<file path="src/rtl/mem_arbiter.sv">
// Two-port (fetch / load-store) arbiter in front of one single-port synchronous RAM.
// Alternating priority on conflict; a valid/owner shift register routes each read response back.
module mem_arbiter #(
  parameter int ADDR_W  = 32,
  parameter int MEM_AW  = 10,
  parameter int LATENCY = 1
) (
  input  logic              clk,
  input  logic              reset,
  input  logic              i_req_valid,
  output logic              i_req_ready,
  input  logic [ADDR_W-1:0] i_req_addr,
  output logic              i_rsp_valid,
  output logic [31:0]       i_rsp_rdata,
  input  logic              d_req_valid,
  output logic              d_req_ready,
  input  logic [ADDR_W-1:0] d_req_addr,
  input  logic [3:0]        d_req_we,
  input  logic [31:0]       d_req_wdata,
  output logic              d_rsp_valid,
  output logic [31:0]       d_rsp_rdata,
  output logic              mem_en,
  output logic [3:0]        mem_we,
  output logic [MEM_AW-1:0] mem_addr,
  output logic [31:0]       mem_wdata,
  input  logic [31:0]       mem_rdata
);

  logic               prio_d;
  logic               conflict, grant_i, grant_d;
  logic [LATENCY:1]   vld_pipe;
  logic [LATENCY:1]   own_pipe;   // 1 = access belongs to the D port

  // Grants come only from the valids and prio_d, never from the ready outputs.
  always_comb begin
    conflict = i_req_valid & d_req_valid;
    grant_d  = ~reset & d_req_valid & (~i_req_valid | prio_d);
    grant_i  = ~reset & i_req_valid & ~(d_req_valid & prio_d);
  end

  assign i_req_ready = grant_i;
  assign d_req_ready = grant_d;

  always_comb begin
    mem_en    = grant_i | grant_d;
    mem_we    = 4'b0000;
    mem_wdata = 32'h0;
    mem_addr  = '0;
    if (grant_d) begin
      mem_we    = d_req_we;
      mem_wdata = d_req_wdata;
      mem_addr  = d_req_addr[MEM_AW+1:2];
    end else if (grant_i) begin
      mem_addr  = i_req_addr[MEM_AW+1:2];
    end
  end

  always_ff @(posedge clk) begin
    if (reset) begin
      prio_d   <= 1'b1;
      vld_pipe <= '0;
      own_pipe <= '0;
    end else begin
      if (conflict) prio_d <= ~prio_d;
      vld_pipe[1] <= grant_i | grant_d;
      own_pipe[1] <= grant_d;
      for (int k = 2; k <= LATENCY; k++) begin
        vld_pipe[k] <= vld_pipe[k-1];
        own_pipe[k] <= own_pipe[k-1];
      end
    end
  end

  // Tail of the tracker lines up with the RAM's read data.
  always_comb begin
    i_rsp_valid = ~reset & vld_pipe[LATENCY] & ~own_pipe[LATENCY];
    d_rsp_valid = ~reset & vld_pipe[LATENCY] &  own_pipe[LATENCY];
    i_rsp_rdata = i_rsp_valid ? mem_rdata : 32'h0;
    d_rsp_rdata = d_rsp_valid ? mem_rdata : 32'h0;
  end

endmodule

</file>
<file path="config.mk">
export PLATFORM = sky130hd
export DESIGN_NAME = mem_arbiter
export DESIGN_NICKNAME = d
export VERILOG_FILES = /design/src/rtl/mem_arbiter.sv
export SDC_FILE = /design/constraint.sdc
export NUM_CORES = 1
export LEC_CHECK = 0
export ABC_AREA = 0
export BUFFER_PORTS_ARGS = -buffer_cell sky130_fd_sc_hd__buf_4
export CAP_MARGIN = 5
export CORE_AREA = 2 2 96 98
export DETAILED_ROUTE_END_ITERATION = 16
export DIE_AREA = 0 0 98 100
export HOLD_SLACK_MARGIN = 0.06
export PLACE_DENSITY = 0.56
export SLEW_MARGIN = 25
export SYNTH_ARGS = -nofsm -noshare
export SYNTH_HDL_FRONTEND = slang
export SYNTH_SLANG_ARGS = --single-unit
</file>
<file path="constraint.sdc">
create_clock -name clk -period 2.92 [get_ports clk]
set_input_delay 0.73 -clock clk [delete_from_list [all_inputs] [get_ports clk]]
set_output_delay 0.73 -clock clk [all_outputs]
set_load 0.05 [all_outputs]
</file>
==> run metrics <==
run status=completed; Finished Layout Cells=510; clk buf depth=2; WP data arrival=between 1.5 and 2 ns; R2R Path End=own_pipe$_SDFF_PP0_; Setup-failing EPs final=0; initial antenna violation count=0; reg2reg start=prio_d$_SDFFE_PP1P_; final instance area=3030 um2; unrepaired setup endpoints after global routing=no; global route overflow=0; reg2reg path depth=3; first-pass GRT wire length=8.94 mm; placed insts=approximately 500; number of global-route vias before repair=1954; R2R Setup Slk=1.94 ns; core area=8890 um2; Final Hold Vio Count=0; Post-CTS Hold Buffers=0; Lkg Pwr=1.50 nW; crit path max fanout=33; post-synthesis sequential area ratio=4.69%; cells after synthesis=between 200 and 250; crit end category=output port; synthesis-to-layout area growth=137%; Worst Clk Skew=0.00102 ns; asr flop ratio synth=0%; H-tree depth=1; Die Area=9800 um2; slew margin rel.=74.1%; maximum achievable frequency=401 MHz; Clock Sinks=3; share of cells above drive strength 1=66.4%; Netlist Area Pre-Place=1280 um2; Pwr Density=~230 nW/um2; max_cap viols=0; Chip Width=between 90 and 100 um; TNS Setup=0 ns; EDFF count, synth=0; Clock transition at path regs=roughly 0.030 ns; DR pass1 iterations=4; n_diodes=0; vias post-DR=2082; placed inst area=2990 um2; number of port buffers=206; end of the critical path=i_rsp_rdata[12]; Clk Latency, worst-skew pair=0.21 ns; CTS Root Cell=clkbuf_8; Post-synth top flop=dfxtp_1; fin crit period=approximately 2.5 ns; routability cong.=0.767; final count of pins violating max slew=0; postcts setup bufs=0; DP Worst Slack=0.421 ns; CP Launch Type=input pin; IO Pins=251; worst path required time=2.19 ns; Synth Register Bits=3; Synthesis Warnings=0; Worst IR Drop VDD=0.134 mV; Placement Rows=35; Synth Area per Inst=between 6 and 7 um2; fillcell total=944; DR vias/cell=approximately 4.1; die height=100 um; DRC=0; Netlist cell types=20; CTS tree=built; Hold Crit Class=flop to flop; Total GRT Usage=about a tenth; syn_nets=343; CP Launch Point=reset; Routed Antenna Nets=0; total CTS buffers=3; Final HPWL DP=a little under 5 mm; Period Utilization, post-route=a little under nine tenths; Routed WL=between 5 and 6 mm; pin count of the biggest net entering global routing=49; Nets=approximately 540; DR WL/cell=11.5 um; drt first-iter violations=29; PostCTS Resize Cnt=0; setup ws final=between 0.4 and 0.5 ns; critical path class=input pin to output port; Initial Util=14.4%; Worst-Margin Slew=0.389 ns; Design Power=slightly below 700 uW
[metal layers]
metal	GRT usage (%)	wire, um
met1	11.4	2110
met5	0	0
met3	2.37	544
met2	21.2	3200
met4	2.24	19
[sequential cells by signal (all words and copies together), names as in the netlist]
name and flops:
vld_pipe 1, own_pipe 1, prio_d 1
[worst min path at each step]
stage / start / endpoint / slack, ns / cells past startpoint
floorplan: prio_d$_SDFFE_PP1P_ / prio_d$_SDFFE_PP1P_ / 0.56 / 2
global placement: prio_d$_SDFFE_PP1P_ / prio_d$_SDFFE_PP1P_ / 0.57 / 2
detailed placement: prio_d$_SDFFE_PP1P_ / prio_d$_SDFFE_PP1P_ / 0.60 / 2
CTS: prio_d$_SDFFE_PP1P_ / prio_d$_SDFFE_PP1P_ / 0.60 / 2
global route: prio_d$_SDFFE_PP1P_ / prio_d$_SDFFE_PP1P_ / 0.66 / 2
finish: prio_d$_SDFFE_PP1P_ / prio_d$_SDFFE_PP1P_ / 0.59 / 2
[per-stage QoR]
stage,util [%],hold slack [ns]
finish,34.1,0.594
global placement,33.6,0.574
global route,34.1,0.661
CTS,34.1,0.602
floorplan,-,0.559
detailed placement,33.6,0.595
[power breakdown]
part	leakage (nW)	total (mW)	switching, mW	internal, mW
sequential	0.0250	0.0459	0.00187	0.0440
combinational	1.45	0.525	0.322	0.203
clock	0.0228	0.118	0.0252	0.0929
total	1.50	0.689	0.349	0.340
[critical path: stages]
cell and delay (ns):
buf_4 0.18, or2_1 0.24, buf_4 0.25, nor2_1 0.14, buf_4 0.21
[cell families after synthesis]
| family | after synthesis | synth area share, % |
|---|---|---|
| AOI/OAI and AO/OA | 13 | 8.59 |
| buffers and inverters | 26 | 13.4 |
| and+or+nand+nor | 165 | 73.3 |
| DFF | 3 | 4.69 |
[layout by cell type, fill, tap and decap left out, drive strengths merged]
cell type	count
a21bo	1
a21oi	1
and3	1
buf	212
clkbuf	4
dfxtp	3
inv	2
nand2	32
nand2b	22
nor2	72
nor2b	1
nor3b	36
o21bai	1
o32ai	10
or2	1
[synthesized netlist by cell type (2+ instances only)]
cell type / instances / area, um2
nor2_1: 62 / 233
nand2_1: 32 / 120
nand2b_1: 22 / 138
nor3b_1: 18 / 135
nor3b_2: 18 / 225
buf_2: 11 / 55.1
nor2_2: 10 / 62.6
o32ai_1: 10 / 87.6
buf_6: 7 / 78.8
clkbuf_1: 4 / 15.0
dfxtp_1: 3 / 60.1
buf_4: 2 / 15.0
[layout make-up]
type	instances	area, um2	share of cell area, %
Sequential cell	3	60.1	1.98
Tap cell	111	139	4.58
Clock buffer	4	45.0	1.49
Multi-Input combinational cell	178	1160	38.4
Inverter	2	7.51	0.248
Timing Repair Buffer	212	1620	53.3
No activity file was read; power rests on OpenSTA's default activity.
